## src/rtl/seq_div.sv

```systemverilog
// seq_div: unsigned restoring divider, 2*WIDTH-bit dividend / WIDTH-bit divisor; 2*WIDTH clocks load->ready_out.
// load is ignored while busy_out; `SEQ_DIV_DBZ_DET_EN adds dbz_out and a 1-cycle divide-by-zero exit.
module seq_div #(
  parameter int WIDTH = 4
) (
  input  logic                 clk,
  input  logic                 rst_a,
  input  logic [2*WIDTH-1:0]   a,
  input  logic [WIDTH-1:0]     b,
  input  logic                 load,
  output logic [2*WIDTH-1:0]   op_q,
  output logic [WIDTH-1:0]     op_r,
  output logic                 ready_out,
  output logic                 busy_out
`ifdef SEQ_DIV_DBZ_DET_EN
  ,
  output logic                 dbz_out
`endif
);

  localparam int QW = 2 * WIDTH;
  localparam int CW = $clog2(QW + 1);

  typedef enum logic [1:0] {S_IDLE, S_BUSY, S_DONE} state_t;

  state_t           r_state;
  state_t           w_state_nx;
  logic [QW-1:0]    r_dvd;
  logic [WIDTH-1:0] r_dvs;
  logic [WIDTH-1:0] r_rem;
  logic [CW-1:0]    r_cnt;

  logic [WIDTH:0]   w_rem_sh;
  logic [WIDTH-1:0] w_rem_nx;
  logic [QW-1:0]    w_dvd_nx;
  logic             w_ge;
  logic             w_cap;
  logic             w_zero;
  logic             w_last;

  assign w_rem_sh = {r_rem, r_dvd[QW-1]};
  assign w_ge     = (w_rem_sh >= {1'b0, r_dvs});
  // When w_ge the difference is below the divisor, so WIDTH-bit wraparound is exact.
  assign w_rem_nx = w_ge ? (w_rem_sh[WIDTH-1:0] - r_dvs) : w_rem_sh[WIDTH-1:0];
  assign w_dvd_nx = {r_dvd[QW-2:0], w_ge};
  assign w_cap    = load && (r_state != S_BUSY);
  assign w_zero   = (r_dvs == '0);

`ifdef SEQ_DIV_DBZ_DET_EN
  assign w_last = (r_state == S_BUSY) && ((r_cnt == CW'(QW - 1)) || w_zero);
`else
  assign w_last = (r_state == S_BUSY) && (r_cnt == CW'(QW - 1));
`endif

  always_ff @(posedge clk or negedge rst_a) begin
    if (!rst_a) r_state <= S_IDLE;
    else        r_state <= w_state_nx;
  end

  always_comb begin
    w_state_nx = r_state;
    case (r_state)
      S_IDLE:  if (load)   w_state_nx = S_BUSY;
      S_BUSY:  if (w_last) w_state_nx = S_DONE;
      S_DONE:  if (load)   w_state_nx = S_BUSY;
      default:             w_state_nx = S_IDLE;
    endcase
  end

  always_ff @(posedge clk or negedge rst_a) begin
    if (!rst_a) begin
      r_dvd     <= '0;
      r_dvs     <= '0;
      r_rem     <= '0;
      r_cnt     <= '0;
      op_q      <= '0;
      op_r      <= '0;
      ready_out <= 1'b0;
      busy_out  <= 1'b0;
`ifdef SEQ_DIV_DBZ_DET_EN
      dbz_out   <= 1'b0;
`endif
    end else if (w_cap) begin
      r_dvd     <= a;
      r_dvs     <= b;
      r_rem     <= '0;
      r_cnt     <= '0;
      ready_out <= 1'b0;
      busy_out  <= 1'b1;
`ifdef SEQ_DIV_DBZ_DET_EN
      dbz_out   <= 1'b0;
`endif
    end else if (r_state == S_BUSY) begin
      r_dvd <= w_dvd_nx;
      r_rem <= w_rem_nx;
      r_cnt <= r_cnt + CW'(1);
      if (w_last) begin
        // A zero divisor leaves garbage in the remainder path; publish the fixed result.
        op_q      <= w_zero ? '1 : w_dvd_nx;
        op_r      <= w_zero ? '0 : w_rem_nx;
        ready_out <= 1'b1;
        busy_out  <= 1'b0;
`ifdef SEQ_DIV_DBZ_DET_EN
        dbz_out   <= w_zero;
`endif
      end
    end
  end

endmodule

```

## config.mk

```make
export PLATFORM = sky130hd
export DESIGN_NAME = seq_div
export DESIGN_NICKNAME = d
export VERILOG_FILES = /design/src/rtl/seq_div.sv
export SDC_FILE = /design/constraint.sdc
export NUM_CORES = 1
export LEC_CHECK = 0
export ABC_AREA = 1
export BUFFER_PORTS_ARGS = -buffer_cell sky130_fd_sc_hd__buf_2
export CORE_UTILIZATION = 37
export CTS_BUF_LIST = sky130_fd_sc_hd__clkbuf_8
export DETAILED_ROUTE_END_ITERATION = 10
export SLEW_MARGIN = 30
export SYNTH_ARGS = -nofsm -noshare
export SYNTH_HDL_FRONTEND = slang
export SYNTH_SLANG_ARGS = --single-unit
```

## constraint.sdc

```tcl
create_clock -name clk -period 2 [get_ports clk]
set_clock_uncertainty 0.2 [all_clocks]
set_input_delay 0.2 -clock clk [delete_from_list [all_inputs] [get_ports clk]]
set_output_delay 0.2 -clock clk [all_outputs]
set_load 0.005 [all_outputs]
```

==> flow_summary_export.csv <==
group,metric,value,unit
global_route,grt_pass1_vias,1404,
routing,drtAntennaViolNets,0,
min_path,hp-class,"input pin to flop",
layout,drive_gt1_frac,0.2103,
setup_path,cp-end-kind,"flop",
cts,postCtsSetupRepairBufs,0,
setup_path,crit_path_start_kind,"flop",
yosys,synth_top_cells_by_area,"dfrtp_1, nand2_1, nand3_1",
global_route,busiest_layer,"met2",
setup_path,criticalPathCategory,"flop to flop",
place,place.gp.congestion,0.8456,
timing,maxSlewHeadroom,0.6023,
power_and_ir_drop,p_leak,1.093,nW
cts,clk_transition_reported_paths,0.07,ns
timing,clock.fmax,550.9,MHz
global_route,grt_pass1_wl,6.306,mm
cts,h-tree-depth,2,
run_status,outcome,"complete, no violations",
global_route,met3_usage,0.04651,
global_route,grt_overflow,0,
timing,min_period_over_period,0.9076,
cts,cts_tree,"built",
global_route,grt_util_all_layers,0.1663,
floorplan,floorplan.initialDensity,0.3851,
routing,vias,1366,
flow_run,maxCapViolations,0,
timing,fin_setup_tns,0,ns
setup_path,critPathRequiredTime,2.02,ns
cts,numCtsBuffers,5,
routing,vias_per_cell,4.793,
setup_path,path_buf_inv,0,
setup_path,worst_ep_arrival_time,1.84,ns
cts,clock_path_buffers,2,
yosys,yosys_register_bits,36,
setup_path,reg2regPathDepth,8,
setup_path,cp_max_fo,6,
setup_path,path_cells,"ha_1 > a21oi_2 > nand2_1 > nand2_1 > nand2_2 > nand2_1 > nand3_1 > nand2_1",
yosys,yosys_warnings,0,
layout,final_cell_mix,"nand2_1, dfrtp_1, buf_2, nand3_1, inv_1",
timing,report.final.slew_viol_count,0,
yosys,synth_largest_area_cell,"dfrtp_1",
floorplan,die_x,69.32,um
floorplan,die_y,69.32,um
layout,n_antenna_cell,0,
power_and_ir_drop,power_density,1695,nW/um^2
global_route,antenna_found_initial,0,
timing,grt_setup_unrepaired,"no",
layout,syn_to_final_growth,26.27,%
timing,min_period,1.815,ns
floorplan,pin_count,29,
timing,setup_viol,0,
yosys,ys_seq_area_frac,0.5373,
setup_path,crit_family,"simple AND/OR/NAND/NOR gates",
yosys,syn_inst,185,
global_route,grt_max_degree,37,
min_path,hold_depth,2,
setup_path,cp_slowest_cell,"dfrtp_1",
setup_path,cp_slowest_stage_delay,0.40,ns
yosys,post-synth-top-area-fraction,0.5373,
power_and_ir_drop,ir_worst_vdd,0.0007811,V
routing,drt_iter0_markers,79,
routing,drt_wl_total,3.583,mm
global_route,grtUsageMet1,0.2324,
layout,layout.nets,253,
floorplan,core_area,4354,sq um
timing,hold_viol,0,
timing,worst_pin_slew,0.5960,ns
setup_path,path_depth,8,
floorplan,floorplan.rows,24,
global_route,grt_use_met2,0.2557,
cts,cts.sinks,36,
yosys,syn_area_per_cell,9.063,sq um
yosys,synth_area,1677,sq um
routing,remaining_drc_errors,0,
cts,clock_latency,0.28,ns
place,port_buffers,28,
layout,final_common_cell,"nand2_1",
routing,routedWlPerCell,12.57,um
layout,final_util,0.4862,
cts,cts-root-buf,"clkbuf_8",
yosys,ys_types,25,
setup_path,cp_common_cell,"nand2_1",
place,dpl.hpwl,2.438,mm
floorplan,die_area,4805,sq um
routing,dr.pass1.iters,4,
yosys,syn-num-nets,206,
==> worst paths after layout <==
kind,slack [ns],endpoint,from
worst min register to register,0.29,ready_out$_DFFE_PN0P_,ready_out$_DFFE_PN0P_
max in group asynchronous,0.99,r_state[1]$_DFFE_PN0P_,rst_a
min in group asynchronous,0.29,op_r[0]$_DFFE_PN0P_,rst_a
worst max-delay path,0.18,op_r[2]$_DFFE_PN0P_,r_rem[1]$_DFFE_PN0P_
worst max register to register,0.18,op_r[2]$_DFFE_PN0P_,r_rem[1]$_DFFE_PN0P_
worst min-delay path,0.03,r_state[0]$_DFFE_PN0P_,load
==> layer usage <==
| layer | share of wire | wire length [um] |
|---|---|---|
| met3 | 0.037 | 134 |
| met2 | 0.43 | 1530 |
| met5 | 0 | 0 |
| met4 | 0.010 | 36 |
| met1 | 0.52 | 1880 |
==> state kept, by name (all words and copies together), names as in the netlist <==
signal	cells
r_dvd	8
ready_out	1
r_rem	4
op_q	8
r_cnt	4
busy_out	1
op_r	4
r_state	2
r_dvs	4
==> synthesized netlist by cell type (all sizes together) <==
master,number
fa,1
nand3b,1
nand2,64
a21oi,4
ha,5
clkinv,1
xnor2,1
nor2,6
inv,21
nor3,1
a22o,2
o21ai,5
o22a,7
dfrtp,36
o22ai,1
nand4,1
nand3,25
buf,3
==> through the flow <==
step / instance area, sq um / hold slack, ns / setup WS [ns] / total power, mW / instances
final: 2117 / 0.03401 / 0.1847 / 3.588 / 285
after global placement: 1867 / 0.06629 / 0.1210 / 2.910 / 264
after global routing: 2117 / 0.02738 / 0.05384 / 3.943 / 285
after floorplan: 1677 / -0.2956 / 0.3207 / 2.499 / 185
after CTS: 2108 / 0.01511 / 0.08804 / 3.595 / 285
after detailed placement: 1867 / 0.07304 / 0.1060 / 2.938 / 264
==> power breakdown <==
group	leakage, nW	switching (mW)	internal, mW
Combinational	0.603	0.968	0.686
Sequential	0.435	0.227	1.08
Clock	0.0541	0.256	0.369
Total	1.09	1.45	2.14
==> final cells by class <==
type,instances,area (sq um)
clock buffer,5,68.82
clock inverter,3,42.54
inverter,22,83.83
fill,432,2237
sequential,36,900.9
tap,52,65.06
timing repair buffer,43,285.3
multi-input combinational,124,670.6
==> cells by family after synthesis <==
family,after synthesis,synth area share
flip-flops,36,0.5373
AO/OA/AOI/OAI,19,0.07762
XOR/XNOR,1,0.005225
adder cells (fa/ha/maj),6,0.04925
buffers and inverters,25,0.06790
AND/OR/NAND/NOR,98,0.2627
==> repair_timing <==
item / 4_1_cts / 5_1_grt
endpoints found under the hold margin: 48 / 0
hold buffers: 13 / 0
resized for setup: 0 / 2
setup endpoints to repair: 0 / 9
Power figures use the tool's default switching activity.
